--- src/rtl/piso_serializer.sv ---
// Parallel-in serial-out shifter with selectable bit order, downstream stall
// and back-to-back word acceptance. Counts fully consumed words.
//
// state | meaning
// IDLE  | no word held, q idle low, ready for a new word
// SHIFT | word held, q presents the current bit, counter = bits left after q
module piso_serializer #(
  parameter int N  = 8,
  parameter int CW = 16
) (
  input  logic          clk,
  input  logic          rst,
  input  logic [N-1:0]  din,
  input  logic          dir,
  input  logic          in_valid,
  output logic          in_ready,
  input  logic          shift_en,
  output logic          q,
  output logic          q_valid,
  output logic          first,
  output logic          last,
  output logic [CW-1:0] words_sent
);

  localparam int CNTW = $clog2(N);
  localparam logic [CNTW-1:0] CNT_TOP = CNTW'(N - 1);

  typedef enum logic {
    IDLE  = 1'b0,
    SHIFT = 1'b1
  } state_t;

  state_t          state, state_n;
  logic [N-1:0]    sreg, sreg_n;
  logic [CNTW-1:0] cnt, cnt_n;
  logic            dir_q, dir_n;
  logic [CW-1:0]   ws_n;
  logic            accept;

  always_ff @(posedge clk) begin
    if (rst) begin
      state      <= IDLE;
      sreg       <= '0;
      cnt        <= '0;
      dir_q      <= 1'b0;
      words_sent <= '0;
    end else begin
      state      <= state_n;
      sreg       <= sreg_n;
      cnt        <= cnt_n;
      dir_q      <= dir_n;
      words_sent <= ws_n;
    end
  end

  always_comb begin
    q_valid  = (state == SHIFT);
    q        = q_valid & (dir_q ? sreg[N-1] : sreg[0]);
    first    = q_valid && (cnt == CNT_TOP);
    last     = q_valid && (cnt == '0);
    in_ready = (state == IDLE) || (last && shift_en);
    accept   = in_valid && in_ready;

    state_n = state;
    sreg_n  = sreg;
    cnt_n   = cnt;
    dir_n   = dir_q;
    ws_n    = words_sent;

    case (state)
      IDLE: ;
      SHIFT: begin
        if (shift_en) begin
          if (cnt != '0) begin
            sreg_n = dir_q ? {sreg[N-2:0], 1'b0} : {1'b0, sreg[N-1:1]};
            cnt_n  = cnt - CNTW'(1);
          end else begin
            ws_n    = words_sent + CW'(1);
            state_n = IDLE;
          end
        end
      end
      default: state_n = IDLE;
    endcase

    // A new word overrides the end-of-word return to IDLE (back-to-back).
    if (accept) begin
      sreg_n  = din;
      dir_n   = dir;
      cnt_n   = CNT_TOP;
      state_n = SHIFT;
    end
  end

endmodule

--- config.mk ---
export PLATFORM = sky130hd
export DESIGN_NAME = piso_serializer
export DESIGN_NICKNAME = d
export VERILOG_FILES = /design/src/rtl/piso_serializer.sv
export SDC_FILE = /design/constraint.sdc
export NUM_CORES = 1
export LEC_CHECK = 0
export BUFFER_PORTS_ARGS = -buffer_cell sky130_fd_sc_hd__buf_2
export CAP_MARGIN = 20
export CORE_MARGIN = 3
export CORE_UTILIZATION = 45
export CTS_CLUSTER_DIAMETER = 50
export DETAILED_ROUTE_END_ITERATION = 8
export PLACE_DENSITY = 0.69
export RECOVER_POWER = 50
export REMOVE_ABC_BUFFERS = 1
export SETUP_SLACK_MARGIN = 0.3
export SKIP_LAST_GASP = 1
export SYNTH_ARGS = -nofsm -noshare
export SYNTH_HDL_FRONTEND = slang
export SYNTH_SLANG_ARGS = --single-unit
--- constraint.sdc ---
create_clock -name clk -period 2.9 [get_ports clk]
set_input_delay 0.58 -clock clk [delete_from_list [all_inputs] [get_ports clk]]
set_output_delay 0.58 -clock clk [all_outputs]
set_load 0.1 [all_outputs]
==> flow_summary.toml <==
[power]
p_int_mw = 0.5915
power_frac_seq_pct = 52.0
p_total_mw = 0.8296
switching_power_mw = 0.2381
clkPwrFrac_pct = 33.9
p_comb_share_pct = 14.0
power_leakage_nw = 0.6574
powerDensity_mw_per_mm2 = 505.7
switching_share_pct = 28.70
ir_drop_v = 0.0003321

[synth]
seq_area_frac_synth_pct = 41.28
ys_types = 34
synthFlopType = "dfxtp_1"
ys_ff_latch = 29
syn_avg_cell_area_um2 = 9.015
synth-edff-count = 0
ys_async_sr_fraction_pct = 0
ys_warn_count = 0
synthCells = 156
syn_area_mm2 = 0.001406
ys_top_cells_by_area = "dfxtp_1 (41%), mux2i_1 (5.7%), nor2_1 (5.1%)"
yosys.area.top_type = "dfxtp_1"
synth_top_area_share_pct = 41.28

[clock_tree]
post-cts-setup-buffers = 0
cts_sinks = 29
clk_pin_slew_ns = 0.10
cts_buffers = 5
clock_path_buffers = 2
clk_latency_ns = 0.33
cts_hold_buf = 0
cts.repair.resized = 0
tritoncts = "built"
htree_levels = 2
cts_root_buffer = "clkbuf_4"

[sta]
fin_skew_ns = 0.01051
period_needed_ns = 2.228
slew_violations = 0
period_share_pct = 76.81
max_clock_freq_mhz = 448.9
fin_hold_ws_ns = 0.4663
tightest_slew_ns = 1.169
tns_ns = 0
finalSetupViolations = 0
relSlewSlack_pct = 22.43
setup_ws_ns = 0.6724
rsz0062_at_grt = "no"
hold_violations = 0

[detailed_routing]
vias = 1249
via_per_inst = 5.361
drc = 0
drtIter0Drc = 31
wl_um = 2988
firstDrtPassIters = 4
drtAntennaViolNets = 0
wl_per_cell_um = 12.82

[worst_setup_path]
cp_max_fo = 3
r2r-end = "words_sent[15]"
r2r_cells = 6
crit_path_start_kind = "register"
cp_data_required_time_ns = 2.32
critical_path_arrival_ns = 1.65
end_kind = "output pin"
worst-setup-path-type = "register to output pin"
rrSetupSlack_ns = 0.71
r2r-start = "cnt[0]"

[floorplan]
start_util_pct = 48.89
row_count = 19
die_w_um = 61.91
core_mm2 = 0.002877
die_h_um = 61.91
die_area_mm2 = 0.003832
design.portCount = 34

[worst_hold_path]
min-delay-start = "din[2]"
holdPathEnd = "sreg[2]"
hold_depth = 2
worstHoldPathType = "input pin to register"

[placement]
place_congestion = 0.7752
port_buffers = 33
place_ws_ns = 0.6351
dp.cells = 225
placedInstanceArea_mm2 = 0.001587
hpwl_um = 2135

[global_routing]
grt_pass1_vias = 1137
grt-ovfl-total = 0
antenna_found_initial = 0
grt_usage_pct = 17.87
grt_pass1_wl_um = 4947
grt_max_degree = 26

[final_layout]
drive_gt1_share_pct = 17.80
layout.nets = 207
area_delta_synth_final_pct = 16.64
fillers = 275
fin_cells = 233
final_common_cell = "dfxtp_1"
final_core_util_pct = 57.02
final_cell_mix = "dfxtp_1 (29), buf_2 (20), nor2_1 (19), clkbuf_1 (13), a21oi_1 (12)"
finish.instance_area_mm2 = 0.001640
num_antenna_cells = 0

[flow_run]
maxCapViolations = 0

[status]
status = "finished, final reports clean"
-- worst max-delay path, stage by stage (launching register included) --
cell	delay, ns
dfxtp_1	0.32
inv_1	0.11
ha_1	0.20
nand3b_1	0.12
nand2_1	0.13
buf_2	0.44
-- Yosys cell counts, drive strengths merged, types with 4 or more instances --
library cell  count
nand3             6
o31ai             4
mux2i             8
clkbuf            4
or4               4
ha                4
dfxtp            29
a221o             7
xor2              7
a21oi            12
inv               6
nand4             4
nor2             19
and3              4
nand2            12
-- final cells by class --
cell class                      instances  area [µm²]  area share, %
Sequential cell                        29       580.6          35.39
Tap cell                               42       52.55          3.204
Clock buffer                            7       65.06          3.966
Timing Repair Buffer                   33       148.9          9.077
Clock inverter                          1       5.005         0.3051
Inverter                                6       22.52          1.373
Multi-Input combinational cell        115       765.7          46.68
-- worst max-delay path by stage --
stage	start	end	slack (ns)	cells after the start
finish	cnt[0]	in_ready	0.67	5
global route	cnt[0]	words_sent[15]	0.48	6
CTS	cnt[0]	in_ready	0.66	5
detailed placement	shift_en	words_sent[15]	0.64	5
global placement	shift_en	words_sent[15]	0.72	5
floorplan	q_valid	last	-0.18	2
-- state kept, by name, summed over array words and instances (netlist names) --
name and cells:
words_sent 16, q_valid 1, dir_q 1, sreg 8, cnt 3
-- metal layers --
metal | wire (µm) | vias up | part of all wire, % | track usage, %
met5 | 0 | - | 0 | 0
met2 | 1376 | 30 | 46 | 27.80
met4 | 46 | 0 | 1.5 | 7.576
met1 | 1425 | 586 | 48 | 21.71
li1 | - | 628 | - | -
met3 | 140 | 5 | 4.7 | 7.438
-- power by group through the flow --
| stage | Clock (mW) | Sequential [mW] | Combinational, mW |
|---|---|---|---|
| floorplan | 0 | 0.450 | 0.0740 |
| global placement | 0 | 0.439 | 0.114 |
| detailed placement | 0 | 0.440 | 0.117 |
| CTS | 0.290 | 0.431 | 0.117 |
| global route | 0.312 | 0.435 | 0.127 |
| finish | 0.282 | 0.432 | 0.116 |
-- cells by family (layout without fill, tap and decap cells) --
logic type | Yosys count | in the layout | share of synthesized area (%)
AOI/OAI and AO/OA | 30 | 30 | 14.59
and+or+nand+nor | 63 | 63 | 24.38
DFF | 29 | 29 | 41.28
adders and majority gates | 4 | 4 | 3.559
xor gates and xnor gates | 10 | 10 | 6.228
muxes | 8 | 8 | 5.694
buffers and inverters | 12 | 47 | 4.270
Power figures use the tool's default switching activity.
